<file path="config.mk">
export PLATFORM = sky130hd
export DESIGN_NAME = slow_domain_rx_flat
export DESIGN_NICKNAME = d
export VERILOG_FILES = /design/src/rtl/slow_domain_rx_if.sv /design/src/rtl/slow_domain_rx.sv /design/src/flat_wrapper.sv
export SDC_FILE = /design/constraint.sdc
export NUM_CORES = 1
export LEC_CHECK = 0
export ABC_AREA = 1
export CORE_UTILIZATION = 40
export CTS_CLUSTER_SIZE = 30
export DETAILED_ROUTE_END_ITERATION = 12
export GPL_TIMING_DRIVEN = 0
export PLACE_DENSITY = 0.71
export SETUP_SLACK_MARGIN = 0.1
export SLEW_MARGIN = 20
export SYNTH_ARGS = -nofsm -noshare
export SYNTH_HDL_FRONTEND = slang
export SYNTH_SLANG_ARGS = --single-unit
</file>
<file path="constraint.sdc">
create_clock -name clk_in -period 1.6 [get_ports clk_in]
set_input_delay 0.32 -clock clk_in [delete_from_list [all_inputs] [get_ports clk_in]]
set_output_delay 0.32 -clock clk_in [all_outputs]
set_load 0.01 [all_outputs]
</file>
<file path="src/rtl/slow_domain_rx_if.sv">
// Toggle request/ack link from the slow domain plus the valid/ready sink it feeds.
// The receiver uses the slave modport; the source/sink side uses master.
interface slow_domain_rx_if #(
  parameter int unsigned DW = 32
);
  logic          src_req_tgl;
  logic [DW-1:0] src_data;
  logic          src_ack_tgl;
  logic          out_valid;
  logic [DW-1:0] out_data;
  logic          out_ready;

  modport master (
    output src_req_tgl,
    output src_data,
    output out_ready,
    input  src_ack_tgl,
    input  out_valid,
    input  out_data
  );

  modport slave (
    input  src_req_tgl,
    input  src_data,
    input  out_ready,
    output src_ack_tgl,
    output out_valid,
    output out_data
  );
endinterface

</file>
<file path="src/rtl/slow_domain_rx.sv">
// clk_in-domain receiver for words sent by the slow core over a toggle handshake,
// plus a monitor of the divided clock (edge strobes, half-period, stall).
//
// state    | meaning
// ST_IDLE  | nothing held; a pending request toggle is captured
// ST_VALID | word presented on out_data, waiting for out_ready
module slow_domain_rx #(
  parameter int unsigned DW          = 32,
  parameter int unsigned CW          = 10,
  parameter int unsigned STALL_LIMIT = 1023
) (
  input  logic                  clk_in,
  input  logic                  rst_n,
  input  logic                  slow_clk,
  slow_domain_rx_if.slave       bus,
  output logic                  overrun_err,
  input  logic                  overrun_clr,
  output logic                  slow_rise,
  output logic                  slow_fall,
  output logic [CW-1:0]         half_period,
  output logic                  hp_valid,
  output logic                  clk_stall
);

  localparam logic [0:0]    ST_IDLE   = 1'b0;
  localparam logic [0:0]    ST_VALID  = 1'b1;
  localparam logic [CW-1:0] CNT_MAX   = '1;
  localparam logic [CW-1:0] STALL_VAL = CW'(STALL_LIMIT);

  logic          req_ff1_q, req_ff1_d;
  logic          req_s_q, req_s_d;
  logic          req_seen_q, req_seen_d;
  logic [0:0]    state_q, state_d;
  logic          out_valid_q, out_valid_d;
  logic [DW-1:0] out_data_q, out_data_d;
  logic          ack_q, ack_d;
  logic          overrun_q, overrun_d;

  logic          slow_ff1_q, slow_ff1_d;
  logic          slow_s_q, slow_s_d;
  logic          slow_prev_q, slow_prev_d;
  logic          rise_q, rise_d;
  logic          fall_q, fall_d;
  logic [CW-1:0] hp_cnt_q, hp_cnt_d;
  logic [CW-1:0] half_period_q, half_period_d;
  logic          edge_seen_q, edge_seen_d;
  logic          hp_valid_q, hp_valid_d;
  logic          stall_q, stall_d;

  logic          req_pend;
  logic          slow_edge;
  logic [CW-1:0] hp_inc;

  always_comb begin
    req_ff1_d   = bus.src_req_tgl;
    req_s_d     = req_ff1_q;
    req_seen_d  = req_seen_q;
    state_d     = state_q;
    out_valid_d = out_valid_q;
    out_data_d  = out_data_q;
    ack_d       = ack_q;
    overrun_d   = overrun_q & ~overrun_clr;
    req_pend    = (req_s_q != req_seen_q);

    case (state_q)
      ST_IDLE: begin
        if (req_pend) begin
          out_data_d  = bus.src_data;
          req_seen_d  = req_s_q;
          out_valid_d = 1'b1;
          state_d     = ST_VALID;
        end
      end
      ST_VALID: begin
        // A second toggle is flagged here and serviced once back in IDLE.
        if (req_pend) overrun_d = 1'b1;
        if (bus.out_ready) begin
          out_valid_d = 1'b0;
          ack_d       = ~ack_q;
          state_d     = ST_IDLE;
        end
      end
      default: state_d = ST_IDLE;
    endcase
  end

  always_comb begin
    slow_ff1_d    = slow_clk;
    slow_s_d      = slow_ff1_q;
    slow_prev_d   = slow_s_q;
    rise_d        = slow_s_q & ~slow_prev_q;
    fall_d        = ~slow_s_q & slow_prev_q;
    slow_edge     = rise_q | fall_q;
    hp_inc        = (hp_cnt_q == CNT_MAX) ? CNT_MAX : hp_cnt_q + CW'(1);
    hp_cnt_d      = hp_inc;
    half_period_d = half_period_q;
    edge_seen_d   = edge_seen_q;
    hp_valid_d    = hp_valid_q;
    stall_d       = stall_q;

    if (slow_edge) begin
      half_period_d = hp_inc;
      hp_cnt_d      = '0;
      edge_seen_d   = 1'b1;
      // The first interval runs from reset, so only the second edge validates.
      if (edge_seen_q) hp_valid_d = 1'b1;
      stall_d       = 1'b0;
    end else if (hp_cnt_q == STALL_VAL) begin
      stall_d = 1'b1;
    end
  end

  always_ff @(posedge clk_in or negedge rst_n) begin
    if (!rst_n) begin
      req_ff1_q     <= 1'b0;
      req_s_q       <= 1'b0;
      req_seen_q    <= 1'b0;
      state_q       <= ST_IDLE;
      out_valid_q   <= 1'b0;
      out_data_q    <= '0;
      ack_q         <= 1'b0;
      overrun_q     <= 1'b0;
      slow_ff1_q    <= 1'b0;
      slow_s_q      <= 1'b0;
      slow_prev_q   <= 1'b0;
      rise_q        <= 1'b0;
      fall_q        <= 1'b0;
      hp_cnt_q      <= '0;
      half_period_q <= '0;
      edge_seen_q   <= 1'b0;
      hp_valid_q    <= 1'b0;
      stall_q       <= 1'b0;
    end else begin
      req_ff1_q     <= req_ff1_d;
      req_s_q       <= req_s_d;
      req_seen_q    <= req_seen_d;
      state_q       <= state_d;
      out_valid_q   <= out_valid_d;
      out_data_q    <= out_data_d;
      ack_q         <= ack_d;
      overrun_q     <= overrun_d;
      slow_ff1_q    <= slow_ff1_d;
      slow_s_q      <= slow_s_d;
      slow_prev_q   <= slow_prev_d;
      rise_q        <= rise_d;
      fall_q        <= fall_d;
      hp_cnt_q      <= hp_cnt_d;
      half_period_q <= half_period_d;
      edge_seen_q   <= edge_seen_d;
      hp_valid_q    <= hp_valid_d;
      stall_q       <= stall_d;
    end
  end

  assign bus.out_valid   = out_valid_q;
  assign bus.out_data    = out_data_q;
  assign bus.src_ack_tgl = ack_q;
  assign overrun_err     = overrun_q;
  assign slow_rise       = rise_q;
  assign slow_fall       = fall_q;
  assign half_period     = half_period_q;
  assign hp_valid        = hp_valid_q;
  assign clk_stall       = stall_q;

endmodule

</file>
<file path="src/flat_wrapper.sv">
// flat-port wrapper written by rule: the top's interface ports become plain ports
module slow_domain_rx_flat 
#(
  parameter int unsigned DW          = 32,
  parameter int unsigned CW          = 10,
  parameter int unsigned STALL_LIMIT = 1023
)
  (clk_in, rst_n, slow_clk, overrun_err, overrun_clr, slow_rise, slow_fall, half_period, hp_valid, clk_stall, bus_src_req_tgl, bus_src_data, bus_out_ready, bus_src_ack_tgl, bus_out_valid, bus_out_data);
  slow_domain_rx_if #(.DW(DW)) bus_i ();
  input  logic clk_in;
  input  logic rst_n;
  input  logic slow_clk;
  output logic overrun_err;
  input  logic overrun_clr;
  output logic slow_rise;
  output logic slow_fall;
  output logic [CW-1:0] half_period;
  output logic hp_valid;
  output logic clk_stall;
  input wire logic [$bits(bus_i.src_req_tgl)-1:0] bus_src_req_tgl;
  input wire logic [$bits(bus_i.src_data)-1:0] bus_src_data;
  input wire logic [$bits(bus_i.out_ready)-1:0] bus_out_ready;
  output wire logic [$bits(bus_i.src_ack_tgl)-1:0] bus_src_ack_tgl;
  output wire logic [$bits(bus_i.out_valid)-1:0] bus_out_valid;
  output wire logic [$bits(bus_i.out_data)-1:0] bus_out_data;
  assign bus_i.src_req_tgl = bus_src_req_tgl;
  assign bus_i.src_data = bus_src_data;
  assign bus_i.out_ready = bus_out_ready;
  assign bus_src_ack_tgl = bus_i.src_ack_tgl;
  assign bus_out_valid = bus_i.out_valid;
  assign bus_out_data = bus_i.out_data;
  slow_domain_rx #(.DW(DW), .CW(CW), .STALL_LIMIT(STALL_LIMIT)) u_core (.clk_in(clk_in), .rst_n(rst_n), .slow_clk(slow_clk), .bus(bus_i), .overrun_err(overrun_err), .overrun_clr(overrun_clr), .slow_rise(slow_rise), .slow_fall(slow_fall), .half_period(half_period), .hp_valid(hp_valid), .clk_stall(clk_stall));
endmodule
</file>
# Yosys cells after proc, flatten, opt, wreduce, memory -nomap -nowiden
# Cells that the tools add are included.
# W data, S select, Z words.
[word_totals]
ff_bits = 67
output_inout_bits = 49
elab_cells = 49
[classes]
n_addsub = 1
n_eq_ne = 4
n_mux = 12
bitwise = 9
reduce_logical = 5
[op_table]
columns = ["op", "count"]
rows = [
  ["$mux W10", 2],
  ["$add A10 B1 Y10 const B", 1],
  ["$eq A10 B10 Y1 const B", 1],
  ["$mux W1", 8],
  ["$reduce_and A2 Y1", 4],
  ["$not A1 Y1", 5],
  ["$pmux W1 S2", 2],
  ["$and A1 B1 Y1", 3],
  ["$ne A2 B1 Y1 const B", 1],
  ["$ne A2 B2 Y1 const B", 1],
  ["$reduce_bool A2 Y1", 1],
  ["$ne A1 B1 Y1", 1],
  ["$or A1 B1 Y1", 1],
]

# Longest topological paths before layout
[logic_depth]
depth_word = 4
depth_mapped = 8
mapped_depth_nobuf = 8

# Worst setup path after synthesis
# No wires, ideal clock.
[synth_timing]
path_type = "reg2reg"
startpoint = "reg u_core.hp_cnt_q[0]"
endpoint = "reg u_core.half_period_q[4] (netlist: u_core.half_period[4])"
setup_ns = 0.117
arrival_time_ns = 1.141
t_required_ns = 1.483
setup_slack_ns = 0.343
path_stages_with_launch = 9
path_cell_list = "dfrtp_1 > ha_1 > nand3_2 > nor2_4 > nand2_2 > buf_6 > nand2_1 > nand2_1 > nand2_1"
[synth_between]
elab_chain_len = 2
elab_cells_between_ends = 3
classes_between = "1 x add/sub; 1 x eq/ne; 1 x mux"
[synth_lines]
columns = ["item", "line_no", "text"]
rows = [
  ["start: declaration", "slow_domain_rx.sv:44", "logic [CW-1:0] hp_cnt_q, hp_cnt_d;"],
  ["start signal: assignment", "slow_domain_rx.sv:147", "hp_cnt_q <= hp_cnt_d;"],
  ["$add A10 B1 Y10 or $eq A10 B10 Y1 (tied branches)", "slow_domain_rx.sv:94", "hp_inc = (hp_cnt_q == CNT_MAX) ? CNT_MAX : hp_cnt_q + CW'(1);"],
  ["$mux W10 (*)", "slow_domain_rx.sv:94", ""],
  ["end signal: assignment", "slow_domain_rx.sv:148", "half_period_q <= half_period_d;"],
  ["end: declaration", "slow_domain_rx.sv:45", "logic [CW-1:0] half_period_q, half_period_d;"],
]
# Mark *: on every way between the ends. The rest lies on a longest branch, timed or not.
# A chain may end at the register's enable or synchronous reset.

# Worst setup path after layout
[layout_timing]
startpoint = "reg u_core.hp_cnt_q[0]"
endpoint = "reg u_core.hp_cnt_q[4]"
[layout_between]
elab_chain_len = 3
elab_cells_between_ends = 4
classes_between = "1 x add/sub; 1 x eq/ne; 2 x mux"
[layout_lines]
columns = ["item", "line_no", "text"]
rows = [
  ["$add A10 B1 Y10 or $eq A10 B10 Y1 (tied branches)", "slow_domain_rx.sv:94", ""],
  ["$mux W10 (*)", "slow_domain_rx.sv:94", ""],
  ["$mux W10 (*)", "slow_domain_rx.sv:101", "if (slow_edge) begin"],
  ["named net u_core.hp_cnt_d[4]", "slow_domain_rx.sv:44", ""],
]
# The timed path passes the listed nets; every way through them passes the cells marked *.

==> key figures <==
Status
  – Outcome: finished, final reports clean

Worst setup path
  – CP endpoint kind: flip-flop
  – Startpoint types: flip-flop
  – Top delay family on crit path: flip-flops
  – FF-to-FF Start: u_core.hp_cnt_q[0]$_DFF_PN0_
  – CP peak stage delay: 0.41 ns
  – R2R Setup Slk: 0.22 ns
  – Critical Path RT: 1.84 ns
  – Worst-path cell with the longest stage delay: dfrtp_2
  – Worst R2R End: u_core.hp_cnt_q[4]$_DFF_PN0_
  – Crit Path Class: reg2reg
  – CP max FO: 10
  – Worst-path cell chain: ha_4, nand3_2, nor2_4, nand2_2, buf_6, a21oi_1
  – Worst Reg-to-Reg Cells: 6
  – CP bufs+invs: 1
  – CP arrival: 1.62 ns

Clock tree
  – Worst-skew pair later-pin latency: approximately 0.33 ns
  – H-tree levels: 3
  – Number of buffers created by CTS: 9
  – Worst-path clk slew: 0.07 ns
  – Bufs on Longest Clock Path: 2
  – CTS tree: done
  – Clock root cell: clkbuf_8
  – Clk sinks: 67

Timing
  – Final WS setup: 0.223 ns
  – Pins Over Slew Limit: 0
  – Max Clk Rate: 726 MHz
  – Final Hold Vio Count: 0
  – Slew headroom: 68.5%
  – Tmin final: 1.38 ns
  – Clock skew: 0.00557 ns
  – Min Hold Slack: 0.348 ns
  – Final setup vio count: 0
  – Least-Margin Pin Slew: 0.473 ns
  – RSZ-0062 raised after global routing: no
  – Tcrit/Tclk final: between 80% and 90%

Yosys
  – Most common cell in the netlist: nand2_1
  – Syn_area_per_cell: 9.31 um2
  – Commonest cells in the netlist: nand2_1 (140), dfrtp_1 (67), inv_1 (17), nand3_1 (8), nor2_1 (8)
  – Synth area leader: dfrtp_1
  – Area share of the largest cell type after synthesis: 63.9%
  – Seq cells post-synth: 67
  – Sequential element share of the synthesized area: between 60% and 70%
  – Ys flop type: dfrtp_1
  – Ranking of synthesized cells by area: dfrtp_1 (64%), nand2_1 (20%), inv_1 (2.4%)
  – Post-Syn Area: 2630 um2
  – Netlist cell types: 28
  – Mapped Nets: 321
  – Post-synthesis cell count: about 280
  – Ys async rst share: 100%
  – Post-synth EDFFs: 0
  – Syn. warnings: 0

Finish
  – Layout cells sized above 1: 9.07%
  – Core Util, Final: approximately 59%
  – Fin area: 3750 um2
  – Final Non-Filler Cells: 463
  – Nets@finish: 421
  – Area grow syn2layout: 42.8%
  – Number of diodes: 0

Global route
  – Vias in the first global route: roughly 2,100
  – Overflow after GRT: 0
  – Total GRT Usage: 17.2%
  – Largest net degree at the start of global routing: 38
  – First-pass GRT wire length: 9.31 mm
  – Number of antenna violations at the first check in global routing: 0

Die
  – Chip height: 83.0 um
  – Core Region: 6350 um2
  – Site Rows: 29
  – Die width: 83.0 um
  – Initial Utilization: 41.3%
  – Total die area: 6890 um2
  – I/O Pins: 87

Hold path
  – Hold Startpoint: u_core.req_ff1_q$_DFF_PN0_
  – Endpoint, Worst Hold: u_core.req_s_q$_DFF_PN0_
  – Class of the worst hold path: reg2reg
  – Hold depth: 0

Drt
  – Drt wl/cell: 11.6 um
  – Drt via density: around 4.5
  – Initial DRC count: 115
  – DR DRC count: 0
  – Final WL: ~5.4 mm
  – First-pass DRT Iterations: 6
  – Antenna viol nets, final: 0
  – Via count: 2,095

Placed design
  – Pre-CTS WS: 0.168 ns
  – Count of buffers from port buffering: 86
  – GPL Wtd Cong: 0.791
  – Placed Instances: 446
  – HPWL reported at the end of detailed placement: between 3 and 4 mm
  – DP Area: 3600 um2

Power
  – Maximum vdd drop: 883 uV
  – PwrDens: 1520 nW/um2
  – Pleak: 1.99 nW

Job
  – MaxCap Viol Count: 0
through the flow:
stage	total power (W)	TNS (ns)
after floorplan	0.00354	0
after global placement	0.00477	-132.37
after detailed placement	0.00482	0
after CTS	0.00577	0
after global routing	0.00614	0
final	0.00568	0
power breakdown:
| group | internal, W | leakage (nW) | switching (W) |
|---|---|---|---|
| registers | 0.00220 | 0.835 | 0.000276 |
| logic | 0.000885 | 1.06 | 0.00106 |
| clock network | 0.000676 | 0.0953 | 0.000573 |
registers in the layout (all words and copies together) (netlist names):
| register | count |
|---|---|
| u_core.bus.out_data | 32 |
| u_core.bus.out_valid | 1 |
| u_core.bus.src_ack_tgl | 1 |
| u_core.clk_stall | 1 |
| u_core.edge_seen_q | 1 |
| u_core.half_period | 10 |
| u_core.hp_cnt_q | 10 |
| u_core.hp_valid | 1 |
| u_core.overrun_err | 1 |
| u_core.req_ff1_q | 1 |
| u_core.req_s_q | 1 |
| u_core.req_seen_q | 1 |
| u_core.slow_fall | 1 |
| u_core.slow_ff1_q | 1 |
| u_core.slow_prev_d | 1 |
| u_core.slow_prev_q | 1 |
| u_core.slow_rise | 1 |
| u_core.state_q | 1 |
layer usage:
layer	wire length [um]	vias up	track usage, %
met4	93	0	8.93
met2	2520	68	27.7
met1	2260	957	20.0
met5	0	-	0
li1	-	1062	-
met3	473	8	6.46
worst register-to-register path, cell delays in order (launching register included):
cell and delay (ns):
dfrtp_2 0.41, ha_4 0.15, nand3_2 0.11, nor2_4 0.17, nand2_2 0.11, buf_6 0.16
a21oi_1 0.17
cells by family (layout without fill, tap and decap cells):
logic type | after synthesis | count (layout) | synth area share (%)
compound gates | 18 | 18 | 4.15
xor+xnor | 4 | 4 | 1.33
fa+ha+maj | 1 | 1 | 0.477
buf+inv | 28 | 132 | 4.91
flops | 67 | 67 | 63.9
simple gates | 164 | 164 | 25.3
placed cells by master, fill, tap and decap left out, drive strengths merged, types with 7 or more instances in the layout:
| cell type | netlist | final |
|---|---|---|
| nand3 | 9 | 9 |
| dlygate4sd2 | 0 | 49 |
| dfrtp | 67 | 67 |
| buf | 8 | 11 |
| clkbuf | 2 | 15 |
| clkdlybuf4s50 | 0 | 36 |
| a21oi | 7 | 7 |
| nand2 | 141 | 141 |
| nor2 | 11 | 11 |
| inv | 18 | 18 |
area by class of cell:
class	instances	area, um2
buffer	10	61.3
clock buffer	13	169
clock inverter	2	10.0
fill	579	2600
inverter	18	67.6
multi-input combinational	187	832
sequential	67	1680
tap	77	96.3
timing repair buffer	89	835
timing repair:
item	CTS	global route
endpoints found under the setup margin	49	11
gates resized for setup	49	3
hold endpoints to repair	30	0
pin swaps	0	2
hold buffers	1	0
setup buffers	0	1
worst max-delay path by stage:
stage                                                to                    startpoint  cells past startpoint
floorplan             u_core.half_period[4]$_DFFE_PN0N_  u_core.hp_cnt_q[0]$_DFF_PN0_                      8
global placement    u_core.bus.out_data[22]$_DFFE_PN0P_                         rst_n                      1
detailed placement         u_core.hp_cnt_q[4]$_DFF_PN0_  u_core.hp_cnt_q[0]$_DFF_PN0_                      6
CTS                        u_core.hp_cnt_q[4]$_DFF_PN0_  u_core.hp_cnt_q[0]$_DFF_PN0_                      6
global route          u_core.half_period[6]$_DFFE_PN0N_  u_core.hp_cnt_q[0]$_DFF_PN0_                      7
finish                     u_core.hp_cnt_q[4]$_DFF_PN0_  u_core.hp_cnt_q[0]$_DFF_PN0_                      6
Power figures use the tool's default switching activity.
